`src/rtl/cacheline_adaptor_if.sv`:
```
// Bundle of cache-side and memory-side signals for the cacheline adaptor.
// slave: seen from the adaptor. master: seen from the cache/memory environment.
interface cacheline_adaptor_if #(
   parameter int s_line  = 256,
   parameter int s_burst = 64
);
   logic [31:0]        address_i;
   logic               read_i;
   logic               write_i;
   logic [s_line-1:0]  line_i;
   logic [s_line-1:0]  line_o;
   logic               resp_o;
   logic [31:0]        address_o;
   logic               read_o;
   logic               write_o;
   logic [s_burst-1:0] burst_i;
   logic [s_burst-1:0] burst_o;
   logic               resp_i;

   modport slave (
      input  address_i, read_i, write_i, line_i, burst_i, resp_i,
      output line_o, resp_o, address_o, read_o, write_o, burst_o
   );

   modport master (
      output address_i, read_i, write_i, line_i, burst_i, resp_i,
      input  line_o, resp_o, address_o, read_o, write_o, burst_o
   );
endinterface

```
`src/rtl/cacheline_adaptor.sv`:
```
// Serves one full cache-line read or write as a burst of narrow memory beats,
// then pulses a single-cycle completion strobe back to the cache.
//
// state | meaning
// IDLE  | waiting for read_i/write_i; read wins when both are high
// READ  | collecting beats from burst_i into line_o, one per resp_i
// WRITE | presenting write-buffer beats on burst_o, one per resp_i
// DONE  | resp_o high for one cycle, then back to IDLE
module cacheline_adaptor #(
   parameter int s_line  = 256,
   parameter int s_burst = 64
) (
   input  logic clk,
   input  logic rst,
   cacheline_adaptor_if.slave bus
);
   localparam int s_offset = $clog2(s_line/8);
   localparam int n_beats  = s_line/s_burst;
   localparam int cnt_w    = (n_beats > 1) ? $clog2(n_beats) : 1;
   localparam logic [cnt_w-1:0] last_beat = cnt_w'(n_beats-1);

   typedef enum logic [1:0] {IDLE, READ, WRITE, DONE} state_t;

   state_t            state, state_n;
   logic [cnt_w-1:0]  cnt;
   logic [s_line-1:0] wbuf;
   logic [s_line-1:0] line_q;
   logic [31:0]       addr_q;
   logic              unused_offset;

   assign unused_offset = ^bus.address_i[s_offset-1:0];

   always_ff @(posedge clk or posedge rst) begin
      if (rst) state <= IDLE;
      else     state <= state_n;
   end

   always_comb begin
      state_n = state;
      case (state)
         IDLE:  if (bus.read_i)       state_n = READ;
                else if (bus.write_i) state_n = WRITE;
         READ:  if (bus.resp_i && cnt == last_beat) state_n = DONE;
         WRITE: if (bus.resp_i && cnt == last_beat) state_n = DONE;
         DONE:  state_n = IDLE;
         default: state_n = IDLE;
      endcase
   end

   always_comb begin
      bus.read_o  = (state == READ);
      bus.write_o = (state == WRITE);
      bus.resp_o  = (state == DONE);
      bus.burst_o = '0;
      if (state == WRITE) bus.burst_o = wbuf[s_burst*cnt +: s_burst];
   end

   assign bus.line_o    = line_q;
   assign bus.address_o = addr_q;

   // Datapath: address/buffer capture on acceptance, beat steering during bursts.
   always_ff @(posedge clk or posedge rst) begin
      if (rst) begin
         cnt    <= '0;
         wbuf   <= '0;
         line_q <= '0;
         addr_q <= '0;
      end else begin
         case (state)
            IDLE: if (bus.read_i || bus.write_i) begin
               addr_q <= {bus.address_i[31:s_offset], {s_offset{1'b0}}};
               cnt    <= '0;
               if (!bus.read_i) wbuf <= bus.line_i;
            end
            READ: if (bus.resp_i) begin
               line_q[s_burst*cnt +: s_burst] <= bus.burst_i;
               cnt <= (cnt == last_beat) ? '0 : cnt + 1'b1;
            end
            WRITE: if (bus.resp_i) begin
               cnt <= (cnt == last_beat) ? '0 : cnt + 1'b1;
            end
            default: ;
         endcase
      end
   end
endmodule

```
`src/flat_wrapper.sv`:
```
// flat-port wrapper written by rule: the top's interface ports become plain ports
module cacheline_adaptor_flat 
#(
   parameter int s_line  = 256,
   parameter int s_burst = 64
)
  (clk, rst, bus_address_i, bus_read_i, bus_write_i, bus_line_i, bus_burst_i, bus_resp_i, bus_line_o, bus_resp_o, bus_address_o, bus_read_o, bus_write_o, bus_burst_o);
  cacheline_adaptor_if #(.s_line(s_line), .s_burst(s_burst)) bus_i ();
  input  logic clk;
  input  logic rst;
  input wire logic [$bits(bus_i.address_i)-1:0] bus_address_i;
  input wire logic [$bits(bus_i.read_i)-1:0] bus_read_i;
  input wire logic [$bits(bus_i.write_i)-1:0] bus_write_i;
  input wire logic [$bits(bus_i.line_i)-1:0] bus_line_i;
  input wire logic [$bits(bus_i.burst_i)-1:0] bus_burst_i;
  input wire logic [$bits(bus_i.resp_i)-1:0] bus_resp_i;
  output wire logic [$bits(bus_i.line_o)-1:0] bus_line_o;
  output wire logic [$bits(bus_i.resp_o)-1:0] bus_resp_o;
  output wire logic [$bits(bus_i.address_o)-1:0] bus_address_o;
  output wire logic [$bits(bus_i.read_o)-1:0] bus_read_o;
  output wire logic [$bits(bus_i.write_o)-1:0] bus_write_o;
  output wire logic [$bits(bus_i.burst_o)-1:0] bus_burst_o;
  assign bus_i.address_i = bus_address_i;
  assign bus_i.read_i = bus_read_i;
  assign bus_i.write_i = bus_write_i;
  assign bus_i.line_i = bus_line_i;
  assign bus_i.burst_i = bus_burst_i;
  assign bus_i.resp_i = bus_resp_i;
  assign bus_line_o = bus_i.line_o;
  assign bus_resp_o = bus_i.resp_o;
  assign bus_address_o = bus_i.address_o;
  assign bus_read_o = bus_i.read_o;
  assign bus_write_o = bus_i.write_o;
  assign bus_burst_o = bus_i.burst_o;
  cacheline_adaptor #(.s_line(s_line), .s_burst(s_burst)) u_core (.clk(clk), .rst(rst), .bus(bus_i));
endmodule
```
`config.mk`:
```
export PLATFORM = sky130hd
export DESIGN_NAME = cacheline_adaptor_flat
export DESIGN_NICKNAME = d
export VERILOG_FILES = /design/src/rtl/cacheline_adaptor_if.sv /design/src/rtl/cacheline_adaptor.sv /design/src/flat_wrapper.sv
export SDC_FILE = /design/constraint.sdc
export NUM_CORES = 1
export LEC_CHECK = 0
export ABC_AREA = 1
export CAP_MARGIN = 10
export CORE_MARGIN = 2
export CORE_UTILIZATION = 23
export CTS_CLUSTER_SIZE = 12
export DETAILED_ROUTE_END_ITERATION = 10
export PLACE_DENSITY = 0.5
export SLEW_MARGIN = 20
export SYNTH_ARGS = -nofsm -noshare
export SYNTH_HDL_FRONTEND = slang
export SYNTH_SLANG_ARGS = --single-unit
```
`constraint.sdc`:
```
create_clock -name clk -period 20.2 [get_ports clk]
set_input_delay 4.04 -clock clk [delete_from_list [all_inputs] [get_ports clk]]
set_output_delay 4.04 -clock clk [all_outputs]
set_load 0.02 [all_outputs]
```
== Yosys cells after proc, flatten, opt, wreduce, memory -nomap -nowiden ==
Cells that the tools add are included.
Widths: inputs -> output; s select.

* Register bits: 543
* Output and inout port bits: 355
* Word-level logic and storage cells: 39

* Add/subtract/negate cells: 2
* Equality and inequality tests: 8
* Shift operators: 3
* Multiplexer cells: 10
* Bitwise gates (word level): 1
* Reduce and logical (&&, ||, !) cells: 10

{| class="wikitable"
|+ Operators by type and width
! cell !! count
|-
| $bwmux 256 || 1
|-
| $shift 64x34->256 const A || 1
|-
| $shiftx 256x9->64 || 1
|-
| $shiftx 64x34->256 || 1
|-
| $mux 64 || 1
|-
| $neg 8->34 || 1
|-
| $mux 2 || 6
|-
| $eq 2x2->1 const B || 3
|-
| $ne 2x1->1 const B || 3
|-
| $pmux 2 s3 || 1
|-
| $reduce_and 2->1 || 3
|-
| $reduce_and 3->1 || 2
|-
| $pmux 2 s2 || 1
|-
| $ne 3x3->1 const B || 1
|-
| $add 2x1->2 const B || 1
|-
| $eq 2x1->1 const B || 1
|-
| $logic_not 2->1 || 1
|-
| $reduce_bool 2->1 || 1
|-
| $reduce_or 2->1 || 1
|-
| $logic_and 1x1->1 || 1
|-
| $logic_or 1x1->1 || 1
|-
| $not 1->1 || 1
|}

== Longest topological paths before layout ==
* Depth after elaboration: 4
* Depth in mapped cells: 12
* Depth with buffers taken out: 8

== Worst setup path before layout ==
OpenSTA, ideal clock, no wires.

* Kind: register to output
* Start point: register u_core.state[0]
* End point: output bus_burst_o[10]
* Arrival: 1.457 ns
* Required time: 16.160 ns
* Slack: 14.703 ns
* Cell stages (with the launch flop): 6
* Path buffers: 1
* Cell sequence: dfrtp_1 > inv_1 > ha_1 > inv_2 > clkbuf_1 > a21oi_1

* Cells in the longest elaborated chain, start to end: 2

{| class="wikitable"
|+ Ends and longest elaborated chain
! what !! line !! RTL
|-
| start, declared || cacheline_adaptor.sv:24 || <nowiki>state_t state, state_n;</nowiki>
|-
| start signal, assigned || cacheline_adaptor.sv:35 || <nowiki>else state <= state_n;</nowiki>
|-
| $eq 2x2->1 || - ||
|-
| net bus_write_o || flat_wrapper.sv:21 || <nowiki>output wire logic [$bits(bus_i.write_o)-1:0] bus_write_o;</nowiki>
|-
| $mux 64 || cacheline_adaptor.sv:55 || <nowiki>if (state == WRITE) bus.burst_o = wbuf[s_burst*cnt +: s_burst];</nowiki>
|-
| end, declared || flat_wrapper.sv:22 || <nowiki>output wire logic [$bits(bus_i.burst_o)-1:0] bus_burst_o;</nowiki>
|}

The timed path passes the listed nets, and every way through them passes these cells.

== Worst setup path after layout ==
* Start point: register u_core.cnt[0]
* End point: output bus_burst_o[28]

* Cells in the longest elaborated chain, start to end: 2

{| class="wikitable"
|+ Ends and longest elaborated chain
! what !! line !! RTL
|-
| start, declared || cacheline_adaptor.sv:25 || <nowiki>logic [cnt_w-1:0] cnt;</nowiki>
|-
| start signal, assigned || cacheline_adaptor.sv:77 || <nowiki>cnt <= (cnt == last_beat) ? '0 : cnt + 1'b1;</nowiki>
|-
| start signal, assigned || cacheline_adaptor.sv:80 || <nowiki>cnt <= (cnt == last_beat) ? '0 : cnt + 1'b1;</nowiki>
|-
| $shiftx 256x9->64 || cacheline_adaptor.sv:55 ||
|-
| $mux 64 || cacheline_adaptor.sv:55 ||
|}

Every way passes these cells.

==> impl_summary.log <==
[metrics] result of the run: completed
[metrics] Worst Hold Class: reg2reg
[metrics] share of the synthesized area in the top cell type: 0.548
[metrics] Switching Share: 0.399
[metrics] cell type with the highest aggregate area in the netlist: sky130_fd_sc_hd__dfrtp_1
[metrics] highest clock frequency the design can meet: around 130 MHz
[metrics] mean area per synthesized cell: roughly 8 um^2
[metrics] Placer Congestion: 0.783
[metrics] delay of the slowest cell on the worst path: a little under 0.8 ns
[metrics] Maximum Capacitance Violations: 0
[metrics] Routed Antenna Nets: 0
[metrics] static leakage: 0.0169 uW
[metrics] Clock power frac: 0.262
[metrics] detailed-route wire length: roughly 97000 um
[metrics] starting utilization of the core area: 0.232
[metrics] FF/Latch Area: 13600 um^2
[metrics] global-route wire length before repair: 146000 um
[metrics] Worst path slowest cell: sky130_fd_sc_hd__buf_4
[metrics] number of failing hold endpoints at the final stage: 0
[metrics] Final period util: 0.383
[metrics] leading post-synthesis cells by cell area: sky130_fd_sc_hd__dfrtp_1 55%, sky130_fd_sc_hd__nand2_1 20%, sky130_fd_sc_hd__nand3_1 9.0%
[metrics] # rows: 120
[metrics] Num CTS Buffers: 69
[metrics] Die ar.: 110000 um^2
[metrics] Slew Limit Fails: 0
[metrics] Fin Setup TNS: 0 ns
[metrics] WP data arrival: roughly 3.7 ns
[metrics] buffer levels on the longest clock path: 3
[metrics] transition time at the pin with the least slew margin: 1.02 ns
[metrics] flops & latches, synth: about 540
[metrics] synthesis-to-finish area growth: 41.3%
[metrics] post-synthesis sequential area ratio: 0.548
[metrics] type of the worst setup path: reg2out
[metrics] vias: 22700
[metrics] number of levels in the clock H-tree: 3
[metrics] number of buffers added to fix hold violations after cts: 0
[metrics] Core Area: 107000 um^2
[metrics] number of gates resized after cts: 0
[metrics] clock slew at reported path FFs: 0.05 ns
[metrics] total power divided by cell area: 130 nW/um^2
[metrics] Syn. warnings: 0
[metrics] final critical path time including I/O delays and setup: 7.73 ns
[metrics] number of port buffers: about 700
[metrics] fraction of power consumed by sequential logic: 0.348
[metrics] # nets final: 4149
[metrics] crit start category: flop
[metrics] most common cell after layout, fill and taps aside: sky130_fd_sc_hd__nand2_1
[metrics] fraction of final layout cells sized beyond drive strength 1: 0.0405
[metrics] floorplan die height: 332 um
[metrics] internal power summed over all cells: roughly 2700 uW
[metrics] per-cell routed wire length: 18.5 um
[metrics] Most common cell on crit path: sky130_fd_sc_hd__buf_4
[metrics] Post-CTS Setup Repair Bufs: 0
[metrics] DRC Markers: 0
[metrics] half-perimeter wire length after placement: 62600 um
[metrics] number of DRC violations after detailed-routing iteration 0: between 1000 and 1500
[metrics] CTS Root Buffer Type: sky130_fd_sc_hd__clkbuf_16
[metrics] overflow left after global routing: 0
[metrics] TritonCTS clock tree: done
[metrics] maximum net fanout on the critical path: 67
[metrics] I/O pin count: 712
[metrics] Distinct cells, synth: 23
[metrics] horizontal die dimension: 332 um
[metrics] number of placed instances, taps included: 5113
[metrics] area taken by multi-input logic gates: 9000 um^2
[metrics] setup skew after layout: approximately 0.027 ns
[metrics] total global-route track usage: 0.173
[metrics] Non-Filler Instances: around 5200
[metrics] startpoint of the lowest-slack hold path: u_core.bus.address_o[19]
[metrics] FF-to-FF Start: u_core.state[0]
[metrics] DR vias/cell: 4.33
[metrics] leading cell types in the layout, fill and taps excluded: 1318 x sky130_fd_sc_hd__nand2_1, 701 x sky130_fd_sc_hd__clkdlybuf4s50_1, 541 x sky130_fd_sc_hd__dfrtp_1, 448 x sky130_fd_sc_hd__nand3_1, 315 x sky130_fd_sc_hd__inv_1
[metrics] unrepaired setup endpoints after global routing: false
[metrics] post-synthesis instance area: 24800 um^2
[metrics] Critical Path Start: u_core.cnt[0]
[metrics] final setup violation count: 0
[metrics] pin count of the biggest net entering global routing: 182
[metrics] Rel. slew slack: 0.322
[metrics] total iterations of the first detailed-routing run: 5
[metrics] nature of the critical path endpoint: output port
[metrics] number of global-route vias before repair: 22800
[metrics] required time of the worst setup path: approximately 16 ns
[metrics] largest voltage drop on the vdd net: 0.108 mV
[metrics] cells after synthesis: 3192
[metrics] combinational power share: 0.390
[metrics] insertion delay to the later sink of the worst-skew pair: 0.63 ns
[metrics] # clock sinks: 543
[metrics] worst-path cell chain: buf_4, buf_4, nand2_1, nand3_1, a21oi_1, clkdlybuf4s50_1
[metrics] number of antenna violations at the first check in global routing: 32
[metrics] net switching power of the design: roughly 1800 uW
[metrics] number of filler instances in the final layout: 11400
final timing paths:
kind | end | slack [ns] | cells past startpoint
setup / recovery | bus_burst_o[28] | 12.47 | 6
hold / removal | u_core.bus.address_o[19] | 0.46 | 2
setup reg to reg | u_core.wbuf[202] | 16.73 | 9
hold reg to reg | u_core.bus.address_o[19] | 0.46 | 2
max in group asynchronous | u_core.bus.line_o[234] | 14.13 | 4
min in group asynchronous | u_core.bus.address_o[16] | 3.97 | 2
power by group through the flow:
stage          sequential (uW)  clock, uW  combinational, uW
2_1_floorplan             1670          0               1010
3_3_place_gp              1590          0               1800
3_5_place_dp              1600          0               1810
4_1_cts                   1580       1230               1820
5_1_grt                   1620       1270               2000
6_report                  1580       1190               1770
synth_stat cells, drive strengths merged:
library cell and n:
nand2 1322, dfrtp 543, nand3 451, inv 323, o21ai 194, buf 144
clkbuf 75, a21oi 64, nor2 59, ha 10, nand3b 4, nor3 2
conb 1
registers in the layout, summed over array words and instances, names as in the netlist:
register,count
u_core.state,2
u_core.cnt,2
u_core.bus.line_o,256
u_core.bus.address_o,27
u_core.wbuf,256
critical path, delay by kind of cell, from the launching register on:
family / cells / cell delay (ns)
flip-flops: 1 / 0.43
AO/OA/AOI/OAI: 1 / 0.17
AND/OR/NAND/NOR: 2 / 0.23
buffers and inverters: 3 / 2.17
cell families (layout without fill, tap and decap cells):
logic type / count (synthesis) / count (layout) / share of synthesized area
AND/OR/NAND/NOR: 1838 / 1838 / 0.304
other: 1 / 12 / 0.000151
AO/OA/AOI/OAI: 258 / 258 / 0.0521
flip-flops: 543 / 543 / 0.548
adder cells (fa/ha/maj): 10 / 10 / 0.00504
buffers and inverters: 542 / 1172 / 0.0912
per-layer routing:
layer | up-vias | part of all wire | GRT usage
met1 | 10700 | 0.42 | 0.211
met5 | - | 0.0036 | 0
met2 | 677 | 0.46 | 0.283
li1 | 11100 | - | -
met4 | 48 | 0.020 | 0.0387
met3 | 152 | 0.093 | 0.0719
layout make-up:
type                            instances  share of cell area
Antenna cell                            7            0.000500
Clock buffer                           99              0.0575
Inverter                              323              0.0352
Sequential cell                       543               0.388
Clock inverter                         16             0.00332
Tap cell                             1403              0.0501
Timing Repair Buffer                  734               0.209
Multi-Input combinational cell       2111               0.257
metrics by stage:
stage	worst slack, ns	utilization	total power [uW]	cell area, um^2	hold slack (ns)
final	12.47	0.327	4540	35000	0.465
after global routing	12.15	0.327	4890	35000	0.476
after CTS	12.30	0.327	4630	35000	0.470
after detailed placement	12.58	0.307	3410	32900	0.457
after global placement	12.56	0.307	3390	32900	0.454
after floorplan	0.981	-	2680	24800	0.442
Power figures use the tool's default switching activity.
